$ cat src/rtl/pixel_frame_sink.sv
`default_nettype none
// =====================================================================
// Module   : pixel_frame_sink
// Purpose  : Terminal consumer of the processed pixel stream. Packs four
//            8-bit pixels into one 32-bit word, writes words to a frame
//            buffer over a held-request/ack port, and reports a per-frame
//            checksum, a frame-done pulse and a frame count.
// Revision : 1.0  initial release
// =====================================================================
module pixel_frame_sink #(
    parameter int IMG_W  = 32,
    parameter int IMG_H  = 32,
    parameter int ADDR_W = 8
) (
    input  logic              clk,
    input  logic              resetn,
    input  logic              enable,
    input  logic [7:0]        pixel_in,
    input  logic              valid_in,
    output logic              ready_out,
    output logic [31:0]       wr_data,
    output logic [ADDR_W-1:0] wr_addr,
    output logic              wr_en,
    input  logic              wr_ack,
    output logic              frame_done,
    output logic [15:0]       checksum,
    output logic [15:0]       frame_count
);
    localparam int c_npix   = IMG_W * IMG_H;
    localparam int c_nwords = c_npix / 4;
    localparam int c_pix_w  = (c_npix > 1) ? $clog2(c_npix) : 1;
    localparam logic [c_pix_w-1:0] c_last_pix  = c_pix_w'(c_npix - 1);
    localparam logic [ADDR_W-1:0]  c_last_word = ADDR_W'(c_nwords - 1);

    typedef enum logic [1:0] {
        ST_IDLE  = 2'd0,
        ST_RUN   = 2'd1,
        ST_DRAIN = 2'd2
    } state_t;

    state_t              state_q,       state_d;
    logic [1:0]          byte_cnt_q,    byte_cnt_d;
    logic [c_pix_w-1:0]  pix_cnt_q,     pix_cnt_d;
    logic [15:0]         acc_q,         acc_d;
    logic [15:0]         sum_q,         sum_d;        // finished frame sum awaiting its last write
    logic [23:0]         pack_q,        pack_d;       // byte lanes 0..2 of the word being built
    logic                out_full_q,    out_full_d;
    logic [31:0]         wr_data_q,     wr_data_d;
    logic [ADDR_W-1:0]   wr_addr_q,     wr_addr_d;
    logic                ready_q,       ready_d;
    logic                frame_done_q,  frame_done_d;
    logic [15:0]         checksum_q,    checksum_d;
    logic [15:0]         frame_count_q, frame_count_d;

    logic        w_accept;
    logic        w_load;
    logic        w_xfer;
    logic        w_last_pix;
    logic        w_last_word;
    logic [15:0] w_acc_sum;

    // Next-state logic: capture FSM, packing, write port and frame bookkeeping
    always_comb begin
        state_d       = state_q;
        byte_cnt_d    = byte_cnt_q;
        pix_cnt_d     = pix_cnt_q;
        acc_d         = acc_q;
        sum_d         = sum_q;
        pack_d        = pack_q;
        wr_data_d     = wr_data_q;
        wr_addr_d     = wr_addr_q;
        frame_done_d  = 1'b0;
        checksum_d    = checksum_q;
        frame_count_d = frame_count_q;

        w_accept    = valid_in && ready_q;
        w_load      = w_accept && (byte_cnt_q == 2'd3);
        w_xfer      = out_full_q && wr_ack;
        w_last_pix  = (pix_cnt_q == c_last_pix);
        w_last_word = (wr_addr_q == c_last_word);
        w_acc_sum   = acc_q + {8'd0, pixel_in};

        case (state_q)
            ST_IDLE:  if (enable) state_d = ST_RUN;
            ST_RUN:   if (w_accept && w_last_pix && !enable) state_d = ST_DRAIN;
            ST_DRAIN: if (!out_full_q) state_d = ST_IDLE;
            default:  state_d = ST_IDLE;
        endcase

        if (w_accept) begin
            byte_cnt_d = byte_cnt_q + 2'd1;
            pix_cnt_d  = w_last_pix ? '0 : pix_cnt_q + c_pix_w'(1);
            // The frame sum is set aside at the last pixel so that pixels of
            // the next frame accepted before the final write never mix in.
            if (w_last_pix) begin
                sum_d = w_acc_sum;
                acc_d = '0;
            end else begin
                acc_d = w_acc_sum;
            end
            case (byte_cnt_q)
                2'd0:    pack_d[7:0]   = pixel_in;
                2'd1:    pack_d[15:8]  = pixel_in;
                2'd2:    pack_d[23:16] = pixel_in;
                default: wr_data_d     = {pixel_in, pack_q};
            endcase
        end

        // A load can never hit a held, unacknowledged word: ready is low then.
        out_full_d = w_load || (out_full_q && !w_xfer);

        if (w_xfer) begin
            wr_addr_d = w_last_word ? '0 : wr_addr_q + ADDR_W'(1);
            if (w_last_word) begin
                frame_done_d  = 1'b1;
                checksum_d    = sum_q;
                frame_count_d = frame_count_q + 16'd1;
            end
        end

        ready_d = (state_d == ST_RUN) && !((byte_cnt_d == 2'd3) && out_full_d);
    end

    // State register with synchronous active-low reset
    always_ff @(posedge clk) begin
        if (!resetn) begin
            state_q       <= ST_IDLE;
            byte_cnt_q    <= '0;
            pix_cnt_q     <= '0;
            acc_q         <= '0;
            sum_q         <= '0;
            pack_q        <= '0;
            out_full_q    <= 1'b0;
            wr_data_q     <= '0;
            wr_addr_q     <= '0;
            ready_q       <= 1'b0;
            frame_done_q  <= 1'b0;
            checksum_q    <= '0;
            frame_count_q <= '0;
        end else begin
            state_q       <= state_d;
            byte_cnt_q    <= byte_cnt_d;
            pix_cnt_q     <= pix_cnt_d;
            acc_q         <= acc_d;
            sum_q         <= sum_d;
            pack_q        <= pack_d;
            out_full_q    <= out_full_d;
            wr_data_q     <= wr_data_d;
            wr_addr_q     <= wr_addr_d;
            ready_q       <= ready_d;
            frame_done_q  <= frame_done_d;
            checksum_q    <= checksum_d;
            frame_count_q <= frame_count_d;
        end
    end

    assign ready_out   = ready_q;
    assign wr_data     = wr_data_q;
    assign wr_addr     = wr_addr_q;
    assign wr_en       = out_full_q;
    assign frame_done  = frame_done_q;
    assign checksum    = checksum_q;
    assign frame_count = frame_count_q;

endmodule
`default_nettype wire

$ cat config.mk
export PLATFORM = sky130hd
export DESIGN_NAME = pixel_frame_sink
export DESIGN_NICKNAME = d
export VERILOG_FILES = /design/src/rtl/pixel_frame_sink.sv
export SDC_FILE = /design/constraint.sdc
export NUM_CORES = 1
export LEC_CHECK = 0
export CORE_MARGIN = 2
export CORE_UTILIZATION = 49
export CTS_CLUSTER_SIZE = 12
export DETAILED_ROUTE_END_ITERATION = 10
export PLACE_DENSITY = 0.76
export SETUP_SLACK_MARGIN = 0.2
export SYNTH_ARGS = -nofsm -noshare
export SYNTH_HDL_FRONTEND = slang
export SYNTH_SLANG_ARGS = --single-unit
$ cat constraint.sdc
create_clock -name clk -period 2.3 [get_ports clk]
set_clock_uncertainty 0.05 [all_clocks]
set_input_delay 0.575 -clock clk [delete_from_list [all_inputs] [get_ports clk]]
set_output_delay 0.575 -clock clk [all_outputs]
set_load 0.01 [all_outputs]
==> results.toml <==
[run_status]
status = "completed"

[final_layout]
areaGrowthSynthToFinish_pct = 35.59
diodes = 0
layout.cells.non_filler = 1012
drive_above_1_share = 0.1584
design_area_sq_mm = 0.008155
fillCellCount = 1005
layout.nets = 881

[flow_run]
cap_viol_max_count = 0

[yosys]
synth-xor-area-share = 0.04951
synth_top_family_by_area = "simple AND/OR/NAND/NOR gates"
synth_area_sq_mm = 0.006015
post_synth_inst_count = 727
yosysSeqAreaShare = 0.4826
synth-edff-count = 0
ys_seq_elements = 145
syn_avg_cell_area_sq_um = 8.273
synth_nets = 756
yosys-top-cells-count = "nand2_1 (165), dfxtp_1 (145), a21oi_1 (90)"
yosys.area.top_type = "dfxtp_1"
synth_compound_area_frac = 0.1485
yosysMostFrequentCell = "nand2_1"
synth_warnings = 0
ys_types = 49
synth_flop_cell = "dfxtp_1"
synth_top_area_share = 0.4826
yosys.area_share.simple = 0.2501
synthAdderAreaFrac = 0.03453
synth_area_leaders = "dfxtp_1 (48%), nand2_1 (10%), a21oi_1 (7.5%)"
synthArstFlopShare = 0
muxShareOfSynthArea = 0.001664

[setup_path]
worstSetupPathType = "in -> reg"
slowest_delay_ns = 0.39
critPathRequiredTime_ns = 2.61
arrival_ns = 2.41
start_kind = "primary input"
endpoint_kind = "flop"
path_max_fanout = 6
crit_slowest_cell = "or4_1"
crit_chain = "dlygate4sd2_1 > ha_4 > and3_4 > a221oi_4 > o21a_2 > buf_12 > buf_16 > or4_1 > nand3_1"

[global_routing]
grt_overflow_total = 0
grt_pass1_vias = 5371
grt_max_degree = 42
grtUsageTotal = 0.2359
grt_pass1_wl_um = 24960
antenna_found_initial = 0

[drt]
via_per_inst = 5.492
drt_iter0_markers = 298
wl_um = 15290
ant_nets = 0
first_pass_iters = 5
route.detailed.drc = 0
vias = 5558
post_drt_wl_per_cell_um = 15.11

[clocking]
htreeDepth = 4
clock_path_buffers = 2
clk_pin_slew_worst_paths_ns = 0.06
cts.sinks = 145
cts_tree = "built"
root_buffer = "clkbuf_16"
worstSkewPairLatency_ns = 0.42
cts_made_buffers = 17

[place]
place_area_sq_mm = 0.007357
io_buffers = 87
gp_congestion = 0.8792
hpwl_um = 10700
place_inst = 972

[power]
powerDensity_mw_per_mm2 = 676.7
p_leak_nw = 2.935
ir_drop_mv = 0.4215
power_mw = 5.519

[sta]
hold_violations = 0
final.period_utilization = 0.9136
worst_slew_pin_slew_ns = 0.5091
grt_setup_unrepaired = "true"
clock.fmax_mhz = 475.9
fin_crit_ns = 2.101
drv_slew = 0
setup_viol = 0
whs_ns = 0.4003
maxSlewHeadroom = 0.6580

[floorplanning]
ios = 88
die_w_um = 114.8
start_util = 0.5007
die_area_sq_mm = 0.01318
core_sq_mm = 0.01201
die_y_um = 114.8
rows = 40

[hold_path]
hp-class = "reg -> reg"
==> metrics by stage <==
stage	setup TNS, ns	util	setup WS (ns)
2_1_floorplan	-0.03220	-	-0.03220
3_3_place_gp	-11.36	0.6125	-0.6865
3_5_place_dp	-11.93	0.6125	-0.7000
4_1_cts	0	0.6733	0.1887
5_1_grt	0	0.6790	0.1320
6_report	0	0.6790	0.1987
==> layout by cell type, fill, tap and decap left out, drive strengths merged, types with 3 or more instances in the layout <==
cell / instances
ha: 15
nand3: 47
and3: 9
clkdlybuf4s50: 78
or3: 4
xnor2: 12
clkinvlp: 4
clkinv: 6
a22oi: 8
xor2: 22
a21oi: 90
a21o: 5
or4: 3
a31oi: 13
inv: 6
nor2: 51
clkbuf: 26
buf: 63
and4: 6
nor3: 11
a211oi: 3
nand2: 165
dfxtp: 145
nand4: 18
and2: 6
o211ai: 4
o21ai: 17
==> cell families after synthesis <==
kind of cell / Yosys count
simple gates: 327
compound gates: 154
flops: 145
buf+inv: 50
xor+xnor: 34
fa+ha+maj: 16
mux: 1
==> registers in the layout (all words and copies together), names as in the netlist <==
register     count
wr_data         32
pack_q          24
acc_q           16
checksum        16
frame_count     16
sum_q           16
pix_cnt_q       10
wr_addr          8
byte_cnt_q       2
state_q          2
frame_done       1
ready_out        1
wr_en            1
==> worst max-delay path: cells and delay by family <==
kind	cells	cell delay, ns
adder cells (fa/ha/maj)	1	0.31
AO/OA/AOI/OAI	2	0.32
AND/OR/NAND/NOR	3	0.66
buffers and inverters	3	0.55
==> final timing paths <==
check             depth (start not counted)          end         from  slack, ns
setup / recovery                          9     sum_q[8]  pixel_in[3]       0.20
hold reg to reg                           2  wr_data[12]  wr_data[12]       0.40
hold / removal                            2  wr_data[12]  wr_data[12]       0.40
setup reg to reg                          9    acc_q[14]     acc_q[0]       0.21
==> power by group <==
part | switching (mW) | internal [mW] | total (mW)
logic | 0.209 | 0.171 | 0.380
registers | 0.0268 | 2.54 | 2.56
clock network | 1.01 | 1.56 | 2.58
==> final cells by class <==
cell class,instances,area [sq um],share of cell area
Tap cell,147,183.9,0.02255
Clock inverter,10,85.08,0.01043
Clock buffer,22,474.2,0.05815
Timing Repair Buffer,149,1369,0.1678
Multi-Input combinational cell,532,3104,0.3806
Sequential cell,145,2912,0.3570
Inverter,7,27.53,0.003375
==> what timing repair did <==
item,4_1_cts,5_1_grt
hold buffers,0,0
gates resized for setup,29,25
pin swaps,12,12
gates cloned,1,0
buffers inserted,5,2
endpoints found under the setup margin,26,23
==> layer usage <==
layer  vias to the layer above  GRT usage  part of all wire
met5                         -          0                 0
met2                       127     0.3988              0.50
met4                         0    0.09398             0.017
met1                      2646     0.2965              0.44
li1                       2758          -                 -
met3                        27    0.04902             0.040
Note: power is estimated with default switching activity, not from simulation.
